<file path="src/rtl/reset_seq_pkg.sv">
// ============================================================================
// Module      : reset_seq_pkg
// Description : Shared types and constants for the reset sequencer.
// Revision    : 1.0 - initial release
// ============================================================================
`default_nettype none

package reset_seq_pkg;

    typedef enum logic [1:0] {
        CAUSE_POR  = 2'b00,
        CAUSE_EXT  = 2'b01,
        CAUSE_SW   = 2'b10,
        CAUSE_WDOG = 2'b11
    } rst_cause_e;

    typedef enum logic [0:0] {
        ST_HOLD = 1'b0,
        ST_RUN  = 1'b1
    } seq_state_e;

    localparam logic [7:0] RST_COUNT_MAX = 8'd255;

    function automatic logic [7:0] sat_inc8(input logic [7:0] v);
        return (v == RST_COUNT_MAX) ? v : v + 8'd1;
    endfunction

endpackage

`default_nettype wire

</file>
<file path="src/rtl/rst_debounce.sv">
// ============================================================================
// Module      : rst_debounce
// Description : Synchronizer plus saturating low-level debounce counter for an
//               asynchronous active-low reset button.
// Revision    : 1.0 - initial release
// ============================================================================
`default_nettype none

module rst_debounce #(
    parameter int SYNC_STAGES     = 2,
    parameter int DEBOUNCE_CYCLES = 4
) (
    input  logic clk,
    input  logic rst_n,
    input  logic req_n,
    output logic ext_active
);

    localparam int              CNT_W   = $clog2(DEBOUNCE_CYCLES + 1);
    localparam logic [CNT_W-1:0] CNT_MAX = CNT_W'(DEBOUNCE_CYCLES);

    logic [SYNC_STAGES-1:0] sync_q, sync_d;
    logic [CNT_W-1:0]       cnt_q, cnt_d;

    always_comb begin
        sync_d = {sync_q[SYNC_STAGES-2:0], req_n};
        cnt_d  = cnt_q;
        if (sync_q[SYNC_STAGES-1]) begin
            cnt_d = '0;
        end else if (cnt_q != CNT_MAX) begin
            cnt_d = cnt_q + CNT_W'(1);
        end
    end

    always_ff @(posedge clk or negedge rst_n) begin
        if (!rst_n) begin
            sync_q <= '0;
            cnt_q  <= '0;
        end else begin
            sync_q <= sync_d;
            cnt_q  <= cnt_d;
        end
    end

    // Only a full run of synced-low samples counts as a press.
    assign ext_active = (cnt_q == CNT_MAX);

endmodule

`default_nettype wire

</file>
<file path="src/rtl/reset_sequencer.sv">
// ============================================================================
// Module      : reset_sequencer
// Description : Merges POR, debounced button and software reset requests into
//               one stretched active-low reset; records cause and count.
//               Optional watchdog trigger enabled by macro RST_WDOG_EN.
// Revision    : 1.0 - initial release
// ============================================================================
`default_nettype none

module reset_sequencer
    import reset_seq_pkg::*;
#(
    parameter int SYNC_STAGES     = 2,
    parameter int DEBOUNCE_CYCLES = 4,
    parameter int HOLD_CYCLES     = 16,
    parameter int WDOG_CYCLES     = 1000
) (
    input  logic       clk,
    input  logic       rst_n,
    input  logic       ext_rst_req_n,
    input  logic       sw_rst_req,
    input  logic       wdog_kick,
    output logic       rst_out_n,
    output logic [1:0] rst_cause,
    output logic [7:0] rst_count
);

    localparam int               HOLD_W    = (HOLD_CYCLES > 1) ? $clog2(HOLD_CYCLES) : 1;
    localparam logic [HOLD_W-1:0] HOLD_LAST = HOLD_W'(HOLD_CYCLES - 1);

    logic [SYNC_STAGES-1:0] por_sync_q, por_sync_d;
    logic                   por_released;
    logic                   ext_active;
    logic                   wdog_to;

    seq_state_e             state_q, state_d;
    logic [HOLD_W-1:0]      hold_cnt_q, hold_cnt_d;
    logic                   rst_out_n_q, rst_out_n_d;
    rst_cause_e             cause_q, cause_d;
    logic [7:0]             count_q, count_d;

    assign por_sync_d   = {por_sync_q[SYNC_STAGES-2:0], 1'b1};
    assign por_released = por_sync_q[SYNC_STAGES-1];

    rst_debounce #(
        .SYNC_STAGES     (SYNC_STAGES),
        .DEBOUNCE_CYCLES (DEBOUNCE_CYCLES)
    ) u_debounce (
        .clk        (clk),
        .rst_n      (rst_n),
        .req_n      (ext_rst_req_n),
        .ext_active (ext_active)
    );

`ifdef RST_WDOG_EN
    localparam int               WDOG_W    = $clog2(WDOG_CYCLES);
    localparam logic [WDOG_W-1:0] WDOG_LAST = WDOG_W'(WDOG_CYCLES - 1);

    logic [WDOG_W-1:0] wdog_cnt_q, wdog_cnt_d;

    assign wdog_to = (wdog_cnt_q == WDOG_LAST) && !wdog_kick;

    // Counts only while staying in RUN; any HOLD entry or HOLD cycle clears it.
    always_comb begin
        wdog_cnt_d = '0;
        if (state_q == ST_RUN && state_d == ST_RUN) begin
            if (wdog_kick) begin
                wdog_cnt_d = '0;
            end else if (wdog_cnt_q != WDOG_LAST) begin
                wdog_cnt_d = wdog_cnt_q + WDOG_W'(1);
            end else begin
                wdog_cnt_d = wdog_cnt_q;
            end
        end
    end

    always_ff @(posedge clk or negedge rst_n) begin
        if (!rst_n) begin
            wdog_cnt_q <= '0;
        end else begin
            wdog_cnt_q <= wdog_cnt_d;
        end
    end
`else
    logic unused_wdog_kick;
    assign unused_wdog_kick = wdog_kick;
    assign wdog_to          = 1'b0;
`endif

    always_comb begin
        state_d    = state_q;
        hold_cnt_d = hold_cnt_q;
        cause_d    = cause_q;
        count_d    = count_q;
        case (state_q)
            ST_HOLD: begin
                // A held button keeps restarting the stretch from zero.
                if (!por_released || ext_active) begin
                    hold_cnt_d = '0;
                end else if (hold_cnt_q == HOLD_LAST) begin
                    state_d    = ST_RUN;
                    hold_cnt_d = '0;
                end else begin
                    hold_cnt_d = hold_cnt_q + HOLD_W'(1);
                end
            end
            ST_RUN: begin
                if (ext_active || wdog_to || sw_rst_req) begin
                    state_d    = ST_HOLD;
                    hold_cnt_d = '0;
                    count_d    = sat_inc8(count_q);
                    if (ext_active) begin
                        cause_d = CAUSE_EXT;
                    end else if (wdog_to) begin
                        cause_d = CAUSE_WDOG;
                    end else begin
                        cause_d = CAUSE_SW;
                    end
                end
            end
            default: begin
                state_d    = ST_HOLD;
                hold_cnt_d = '0;
            end
        endcase
    end

    assign rst_out_n_d = (state_d == ST_RUN);

    always_ff @(posedge clk or negedge rst_n) begin
        if (!rst_n) begin
            por_sync_q  <= '0;
            state_q     <= ST_HOLD;
            hold_cnt_q  <= '0;
            rst_out_n_q <= 1'b0;
            cause_q     <= CAUSE_POR;
            count_q     <= '0;
        end else begin
            por_sync_q  <= por_sync_d;
            state_q     <= state_d;
            hold_cnt_q  <= hold_cnt_d;
            rst_out_n_q <= rst_out_n_d;
            cause_q     <= cause_d;
            count_q     <= count_d;
        end
    end

    assign rst_out_n = rst_out_n_q;
    assign rst_cause = cause_q;
    assign rst_count = count_q;

endmodule

`default_nettype wire

</file>
<file path="config.mk">
export PLATFORM = sky130hd
export DESIGN_NAME = reset_sequencer
export DESIGN_NICKNAME = d
export VERILOG_FILES = /design/src/rtl/reset_seq_pkg.sv /design/src/rtl/rst_debounce.sv /design/src/rtl/reset_sequencer.sv
export SDC_FILE = /design/constraint.sdc
export NUM_CORES = 1
export LEC_CHECK = 0
export ABC_AREA = 1
export BUFFER_PORTS_ARGS = -buffer_cell sky130_fd_sc_hd__buf_4
export CORE_ASPECT_RATIO = 1.4
export CORE_MARGIN = 2
export CORE_UTILIZATION = 30
export DETAILED_ROUTE_END_ITERATION = 8
export PLACE_DENSITY = 0.54
export SLEW_MARGIN = 20
export SYNTH_ARGS = -nofsm -noshare
export SYNTH_HDL_FRONTEND = slang
export SYNTH_SLANG_ARGS = --single-unit
</file>
<file path="constraint.sdc">
create_clock -name clk -period 1.75 [get_ports clk]
set_clock_uncertainty 0.1 [all_clocks]
set_input_delay 0.0875 -clock clk [delete_from_list [all_inputs] [get_ports clk]]
set_output_delay 0.0875 -clock clk [all_outputs]
set_load 0.05 [all_outputs]
</file>
### Word-level counts from Yosys, hierarchy flattened

Index checks and enable logic that the tools add are counted.

| operators by class | value |
|---|---|
| add/sub/neg operators | 3 |
| equal/unequal tests | 5 |
| muxes and demuxes | 11 |
| bitwise gates (word level) | 2 |
| reduce and logical (&&, ||, !) cells | 6 |

Operators with widths:

| kind | count |
|---|---|
| $mux W4 | 3 |
| $add A8 B1 Y8 const B | 1 |
| $eq A8 B8 Y1 const B | 1 |
| $pmux W4 S2 | 1 |
| $mux W3 | 2 |
| $add A4 B1 Y4 const B | 1 |
| $eq A4 B4 Y1 const B | 1 |
| $add A3 B1 Y3 const B | 1 |
| $eq A3 B3 Y1 const B | 1 |
| $mux W1 | 3 |
| $ne A3 B3 Y1 const B | 1 |
| $reduce_and A3 Y1 | 1 |
| $logic_or A1 B1 Y1 | 2 |
| $mux W2 | 1 |
| $ne A2 B1 Y1 const B | 1 |
| $not A1 Y1 | 2 |
| $pmux W1 S2 | 1 |
| $reduce_and A2 Y1 | 1 |
| $reduce_bool A2 Y1 | 1 |
| $logic_not A1 Y1 | 1 |

| storage, ports and cells | value |
|---|---|
| register bits | 22 |
| bits of input ports | 5 |
| output and inout port bits | 11 |
| word-level logic and storage cells | 34 |

### Logic depth before layout (Yosys ltp)

Gate-level depths: netlist of the first run.

| depth | value |
|---|---|
| depth in word-level cells | 4 |
| mapped depth | 10 |
| gate-level depth less buffers | 10 |

### Hierarchy

From an unflattened synthesis of the first run, not the netlist that was laid out.

| second synthesis, totals | value |
|---|---|
| cells, all modules | 129 |
| area total of the unflattened synthesis | 1,122.3 µm² |

Modules (own cells, without submodules):

| module | instances | cells an instance | area each (µm²) | seq. area each (µm²) |
|---|---|---|---|---|
| reset_sequencer | 1 | 107 | 904.6 | 425.4 |
| rst_debounce | 1 | 22 | 217.7 | 125.1 |

### Least setup slack after synthesis of the first run

No wires, ideal clock.

| timing | value |
|---|---|
| path kind | register to register |
| start | reg count_q[1] (netlist: rst_count[1]) |
| end | reg count_q[4] (netlist: rst_count[4]) |
| library setup time | 0.118 ns |
| arrival time | 1.506 ns |
| data required time | 1.532 ns |
| path slack | 0.026 ns |
| cell stages (with the launch flop) | 9 |
| path buffers | 0 |
| period minus slack after synthesis | 1.724 ns |
| cell sequence | dfrtp_1 -> ha_1 -> clkinv_1 -> nor2_4 -> nand2_4 -> nand2_8 -> inv_6 -> nand2_1 -> nand2_1 |

| on the way | value |
|---|---|
| longest elaborated chain between the ends | 3 |
| elaborated cells on any way between the ends | 4 |
| classes of those cells | add/sub (1); eq/ne (1); bitwise (1); reduce/logical (1) |

Ends and longest elaborated chain:

| item | RTL line | text |
|---|---|---|
| from (decl) | reset_sequencer.sv:40 | `logic [7:0] count_q, count_d;` |
| from (signal assigned) | reset_sequencer.sv:144 | `count_q <= count_d;` |
| parallel branches: the longest is 3 deep, another holds $add A8 B1 Y8 | n/a |  |

Parallel ways; which one is timed is not known.
A chain may end at the register's enable or synchronous reset.

### Final worst setup path of the first run

| timing | value |
|---|---|
| start | reg u_debounce.cnt_q[0] |
| end | reg count_q[7] (netlist: rst_count[7]) |

| on the way | value |
|---|---|
| longest elaborated chain between the ends | 3 |

Ends and longest elaborated chain:

| item | RTL line | text |
|---|---|---|
| from (decl) | rst_debounce.sv:23 | `logic [CNT_W-1:0] cnt_q, cnt_d;` |
| from (signal assigned) | rst_debounce.sv:41 | `cnt_q <= cnt_d;` |
| $eq A3 B3 Y1 | rst_debounce.sv:46 | `assign ext_active = (cnt_q == CNT_MAX);` |
| $logic_or A1 B1 Y1 | reset_sequencer.sv:108 | `if (ext_active \|\| wdog_to \|\| sw_rst_req) begin` |
| $reduce_and A3 Y1 (no source line) | n/a |  |

Every way passes these cells.

==> key figures, run 1 <==
Status
  • Status: finished clean

Critical path
  • Crit path max-delay cell type: dfrtp_1
  • Worst Path Required: 1.80 ns
  • Arrival @ worst endpoint: 1.60 ns
  • Most frequent CP cell: nand2_1
  • Worst Setup Start Kind: flip-flop
  • Reg2Reg Setup Slack: 0.20 ns
  • Crit-path cells: inv_1 -> ha_1 -> nand2_2 -> nand2_1 -> nand2_2 -> clkinv_4 -> nand2_8 -> inv_6 -> nand2_1 -> nand2_1
  • CP Max Fanout: 9
  • Slowest Stage Delay on Critical Path: 0.40 ns
  • CP endpoint kind: flip-flop
  • CP Class: flip-flop to flip-flop

Routing
  • DR pass1 iterations: 4
  • Routed vias/inst: 4.571
  • Routed WL: 1928 um
  • Total vias in the final route: 864
  • Wire per inst: 10.20 um
  • Drt initial violations: 28
  • Residual DRC: 0
  • Post-DRT Antenna Nets: 0

Yosys
  • Sequential element share of the synthesized area: 50.11%
  • Mapped cell area: 0.001099 mm^2
  • Seq cells post-synth: 22
  • Avg Inst Size Synth: 8.650 um^2
  • Yosys Warn Count: 0
  • Synth Area in Compound Gates: 6.036%
  • Synth Instances: 127
  • Adder-Cell Fraction of Synth Area: 4.556%
  • Post-synthesis net count: 136
  • Multiplexer share of the synthesized area: 0%
  • Synth cell types: 23
  • Post-Synth Simple-Gate Area: 28.59%
  • Largest family of logic cells by synthesized area: simple AND/OR/NAND/NOR gates
  • Xor and xnor area share after synthesis: 3.986%

Floorplanning
  • Num ports: 16
  • FP Rows: 26
  • Core area: 0.003578 mm^2
  • Die span in y: 75.60 um
  • Die area: 0.004169 mm^2
  • DIE WIDTH: 55.14 um
  • Initial Util: 30.70%

Clocking
  • CTS Buffer Depth: 2
  • CTS Buf Count: 3
  • CTS Hold Buffers Added: 2
  • CTS clk-pin slew, worst paths: 0.08 ns
  • CTS sink count: 22
  • Worst-Skew Late Latency: 0.26 ns
  • CTS tree: yes
  • Post-CTS Repair Setup Buffers: 0
  • Resized Gates After CTS: 0
  • Clock Tree Root: clkbuf_8
  • H-tree Lvls: 1

Global routing
  • First-pass GRT wire length: 3243 um
  • Total global routing overflow: 0
  • Vias in the first global route: 777
  • Largest net degree at the start of global routing: 23
  • Initial antenna violation count: 0
  • Gr usage total: 10.67%

Hold path
  • Worst hold path class: primary input to flip-flop

Place
  • Number of buffers added on ports: 14
  • DP Area: 0.001256 mm^2
  • Detailed placement HPWL: 1493 um
  • Final GP Congestion: 0.7077

Power and ir drop
  • Sequential Power Share: 47.0%
  • Final Power: 1.284 mW
  • Psw: 335.1 uW
  • Pwr Density: 952.9 mW/mm^2
  • Sw Ratio: 26.10%
  • Comb power frac: 17.3%
  • Internal power: 948.9 uW
  • Leakage: 0.6684 nW
  • Clock group share of total power: 35.7%
  • Worst IR Drop VDD: 0.4091 mV

Layout
  • Diodes inserted: 0
  • Fill count: 378
  • Area grow syn2layout: 22.66%
  • Most frequent cells in the layout: 43 x nand2_1, 22 x dfrtp_1, 14 x buf_4, 13 x inv_1, 9 x nor2_1
  • Post-route cell area: 0.001348 mm^2
  • Nets: 157
  • Register area: 550.5 um^2
  • Share of layout cells above drive strength 1: 19.05%
  • Multi-input logic area: 478.0 um^2
  • Most common cell after layout, fill and taps aside: nand2_1
  • Layout Utilization: 37.66%

Job
  • Maxcap violations: 0

STA
  • Setup TNS: 0 ns
  • Setup Viol. Count Final: 0
  • Max Fclk: 644.0 MHz
  • Final hold violations: 0
  • Minimum clock period after layout: 1.553 ns
  • Worst hold margin: 0.1285 ns
  • RSZ-0062 raised after global routing: false
  • Period utilization: 88.74%
  • Slew Viols, Final: 0
## stage by stage
step / cells / worst slack, ns
after global routing: 189 / 0.02733
after detailed placement: 183 / 0.1918
final: 189 / 0.1971
after floorplan: 127 / 0.02557
after global placement: 183 / 0.2327
after CTS: 189 / 0.1712
## power groups by stage
stage	Clock, mW	Sequential [mW]	Combinational (mW)
2_1_floorplan	0	0.651	0.115
3_3_place_gp	0	0.611	0.211
3_5_place_dp	0	0.614	0.222
4_1_cts	0.477	0.604	0.227
5_1_grt	0.501	0.613	0.250
6_report	0.458	0.603	0.223
## logic make-up after synthesis
logic type	after synthesis
AO/OA/AOI/OAI	11
XOR/XNOR	5
adder cells (fa/ha/maj)	4
buffers and inverters	16
flip-flops	22
other	1
AND/OR/NAND/NOR	68
## per-layer routing
| metal | vias up | wire [um] | global-route usage, % |
|---|---|---|---|
| li1 | 432 | - | - |
| met1 | 419 | 840 | 11.94 |
| met2 | 13 | 1019 | 19.58 |
| met3 | 0 | 68 | 1.765 |
| met4 | 0 | 0 | 4.065 |
| met5 | - | 0 | 0 |
## flip-flops by register name (all words and copies together), names as in the netlist
| name | flops |
|---|---|
| rst_cause | 2 |
| u_debounce.cnt_q | 3 |
| u_debounce.sync_q | 2 |
| rst_count | 8 |
| por_sync_q | 2 |
| hold_cnt_q | 4 |
| rst_out_n | 1 |
## critical path, delay by kind of cell, from the launching register on
kind / cells / cell delay (ns)
adder cells (fa/ha/maj): 1 / 0.20
buffers and inverters: 3 / 0.20
flip-flops: 1 / 0.40
AND/OR/NAND/NOR: 6 / 0.54
## synth_stat cells (all sizes together)
| cell | count | area share [%] |
|---|---|---|
| dfrtp | 22 | 50 |
| nand2 | 48 | 19 |
| nor2 | 11 | 5.1 |
| o31ai | 2 | 1.4 |
| ha | 4 | 4.6 |
| o21a | 1 | 0.68 |
| clkinv | 2 | 1.1 |
| conb | 1 | 0.34 |
| a21oi | 2 | 0.91 |
| nand4 | 1 | 0.57 |
| xnor2 | 4 | 3.2 |
| xor2 | 1 | 0.80 |
| o21ai | 6 | 3.1 |
| inv | 14 | 5.2 |
| nand3 | 8 | 3.6 |
## worst paths after layout
kind / from / to / cells after the start
worst max-delay path: u_debounce.cnt_q[0] / rst_count[7] / 10
min in group asynchronous: rst_n / hold_cnt_q[1] / 2
worst max register to register: u_debounce.cnt_q[0] / rst_count[7] / 10
worst min register to register: u_debounce.sync_q[0] / u_debounce.sync_q[1] / 0
max in group asynchronous: rst_n / hold_cnt_q[3] / 2
worst min-delay path: sw_rst_req / hold_cnt_q[0] / 4
## cell type report
| class | instances | area share (%) |
|---|---|---|
| clock buffer | 3 | 3.064 |
| multi-input combinational | 89 | 35.47 |
| clock inverter | 1 | 2.228 |
| timing repair buffer | 16 | 9.285 |
| tap | 42 | 3.900 |
| sequential | 22 | 40.85 |
| inverter | 16 | 5.200 |
Note: power is estimated with default switching activity, not from simulation.
==> inputs of run 2 (changes only) <==
- PLACE_DENSITY: 0.54 -> 0.53
==> run 2 against run 1 <==
Against the previous run:
- power fell by 7.9%
- core utilization fell by 0.45 points
- non-clock buffer count did not move
- flip-flop and latch count did not move
- hold slack barely moved
- register-to-register slack improved by 0.03 ns
- routed wire length rose by 2.0%
- maximum frequency rose by 1.7%
- final area fell by 1.2%
- largest power group unchanged
==> key figures, run 2 (synthesized netlist as in run 1, its figures left out) <==
Clocking
  • Post-CTS Repair Setup Buffers: 0 (unchanged)
  • CTS Hold Buffers Added: 2 (unchanged)
  • Clock Tree Root: clkbuf_8
  • CTS Buffer Depth: 2 (unchanged)
  • CTS clk-pin slew, worst paths: 0.08 ns (about the same)
  • CTS Buf Count: 3 (unchanged)
  • H-tree Lvls: 1 (unchanged)
  • Worst-Skew Late Latency: 0.26 ns (about the same)
  • CTS sink count: 22 (unchanged)
  • Resized Gates After CTS: 0 (unchanged)
  • CTS tree: yes

STA
  • RSZ-0062 raised after global routing: false
  • Setup Viol. Count Final: 0 (unchanged)
  • Slew Viols, Final: 0 (unchanged)
  • Worst hold margin: 0.1286 ns (+0.0001330 ns)
  • Period utilization: 87.30% (-1.4 points)
  • Max Fclk: 654.6 MHz (+1.7%)
  • Minimum clock period after layout: 1.528 ns (-0.02522 ns)
  • Setup TNS: 0 ns (unchanged)
  • Final hold violations: 0 (unchanged)
  • Post-route setup slack: 0.2223 ns (+0.02522 ns)

Routing
  • Routed vias/inst: 4.529 (-0.93%)
  • DR pass1 iterations: 4 (unchanged)
  • Post-DRT Antenna Nets: 0 (unchanged)
  • Residual DRC: 0 (unchanged)
  • Total vias in the final route: 856 (-0.93%)
  • Routed WL: 1966 um (+2.0%)
  • Wire per inst: 10.40 um (+2.0%)
  • Drt initial violations: 9 (-68%)

Place
  • Detailed placement HPWL: 1481 um (-0.78%)
  • Worst slack, placed: 0.2075 ns (+0.01564 ns)
  • Number of buffers added on ports: 14 (unchanged)
  • DP Area: 0.001256 mm^2 (unchanged)
  • Final GP Congestion: 0.6901 (-2.5%)

Critical path
  • Worst Path Required: 1.81 ns (about the same)
  • Buf/Inv on CP: 3 (unchanged)
  • Crit-path cells: inv_1 -> ha_1 -> nand2_2 -> nand2_1 -> nand2_2 -> clkinv_4 -> nand2_8 -> inv_6 -> nand2_1 -> nand2_1
  • CP Max Fanout: 9 (unchanged)
  • Critical Path Stages: 10 (unchanged)
  • CP Class: flip-flop to flip-flop
  • Arrival @ worst endpoint: 1.58 ns (-0.02 ns)
  • Most frequent CP cell: nand2_1
  • CP Launch Point: u_debounce.cnt_q[0]
  • Worst r2r dst: rst_count[5]
  • Crit path max-delay cell type: dfrtp_1
  • Reg2Reg Depth: 10 (unchanged)
  • Slowest Stage Delay on Critical Path: 0.39 ns (about the same)
  • Top Family by Delay on Critical Path: simple AND/OR/NAND/NOR gates
  • Reg2Reg Setup Slack: 0.22 ns (+0.03 ns)
  • Worst r2r src: u_debounce.cnt_q[0]
  • CP endpoint kind: flip-flop
  • Worst Setup Start Kind: flip-flop
  • CP endpoint: rst_count[5]

Layout
  • Most common cell after layout, fill and taps aside: nand2_1
  • Register area: 550.5 um^2 (unchanged)
  • Multi-input logic area: 478.0 um^2 (unchanged)
  • Diodes inserted: 0 (unchanged)
  • Share of layout cells above drive strength 1: 19.05% (unchanged)
  • Fill count: 381 (+0.79%)
  • Max reg flops: 8 (unchanged)
  • Post-route cell area: 0.001331 mm^2 (-1.2%)
  • Nets: 157 (unchanged)
  • Most frequent cells in the layout: 43 x nand2_1, 22 x dfrtp_1, 14 x buf_4, 13 x inv_1, 9 x nor2_1
  • Area grow syn2layout: 21.18%

Job
  • Maxcap violations: 0 (unchanged)

Global routing
  • Gr usage total: 11.43% (+0.75 points)
  • First-pass GRT wire length: 3463 um (+6.8%)
  • Total global routing overflow: 0 (unchanged)
  • Vias in the first global route: 844 (+8.6%)
  • Initial antenna violation count: 0 (unchanged)
  • Largest net degree at the start of global routing: 23 (unchanged)

Floorplanning
  • DIE WIDTH: 55.14 um (unchanged)
  • Core area: 0.003578 mm^2 (unchanged)
  • Die span in y: 75.60 um (unchanged)
  • Die area: 0.004169 mm^2 (unchanged)
  • Initial Util: 30.70% (unchanged)
  • Num ports: 16 (unchanged)
  • FP Rows: 26 (unchanged)

Status
  • Status: finished clean

Hold path
  • Worst hold path class: primary input to flip-flop

Power and ir drop
  • Leakage: 0.6615 nW (-1.0%)
  • Pwr Density: 888.6 mW/mm^2 (-6.7%)
  • Worst IR Drop VDD: 0.3704 mV (-9.5%)
## run 2: report_power, final
part / internal (mW) / leakage, nW / switching, mW
logic: 0.0824 / 0.347 / 0.138
clock network: 0.200 / 0.0288 / 0.159
registers: 0.562 / 0.286 / 0.0417
## run 2: how the worst min path moves through the flow
stage	cells after the start	slack, ns	to	startpoint
2_1_floorplan	0	-0.31	hold_cnt_q[0]	rst_n
3_3_place_gp	1	-0.11	hold_cnt_q[0]	rst_n
3_5_place_dp	1	-0.11	hold_cnt_q[0]	rst_n
4_1_cts	4	0.12	hold_cnt_q[0]	sw_rst_req
5_1_grt	4	0.16	hold_cnt_q[0]	sw_rst_req
6_report	6	0.13	rst_cause[1]	sw_rst_req
## run 2: metrics by stage
| stage | util (%) | total power [mW] | cells |
|---|---|---|---|
| 2_1_floorplan | - | 0.7659 | 127 |
| 3_3_place_gp | 35.10 | 0.8237 | 183 |
| 3_5_place_dp | 35.10 | 0.8340 | 183 |
| 4_1_cts | 37.20 | 1.205 | 189 |
| 5_1_grt | 37.20 | 1.259 | 189 |
| 6_report | 37.20 | 1.183 | 189 |
## run 2: worst min-delay path: cells and delay by family
kind	cells	cell delay, ns
and+or+nand+nor	4	0.25
buffers and inverters	2	0.12
## run 2: routing by layer
layer	GRT usage (%)	routed length [um]	part of all wire (%)	up-vias
li1	-	-	-	431
met4	4.065	10	0.51	0
met2	21.03	1073	55	15
met5	0	0	0	-
met3	2.353	72	3.7	2
met1	12.55	809	41	408
## run 2: area by class of cell
class / count / share of cell area [%]
multi-input cells: 89 / 35.90
inverters: 16 / 5.263
repair buffers: 16 / 9.398
well taps: 42 / 3.947
flip-flops and latches: 22 / 41.35
clock buffers: 4 / 4.135
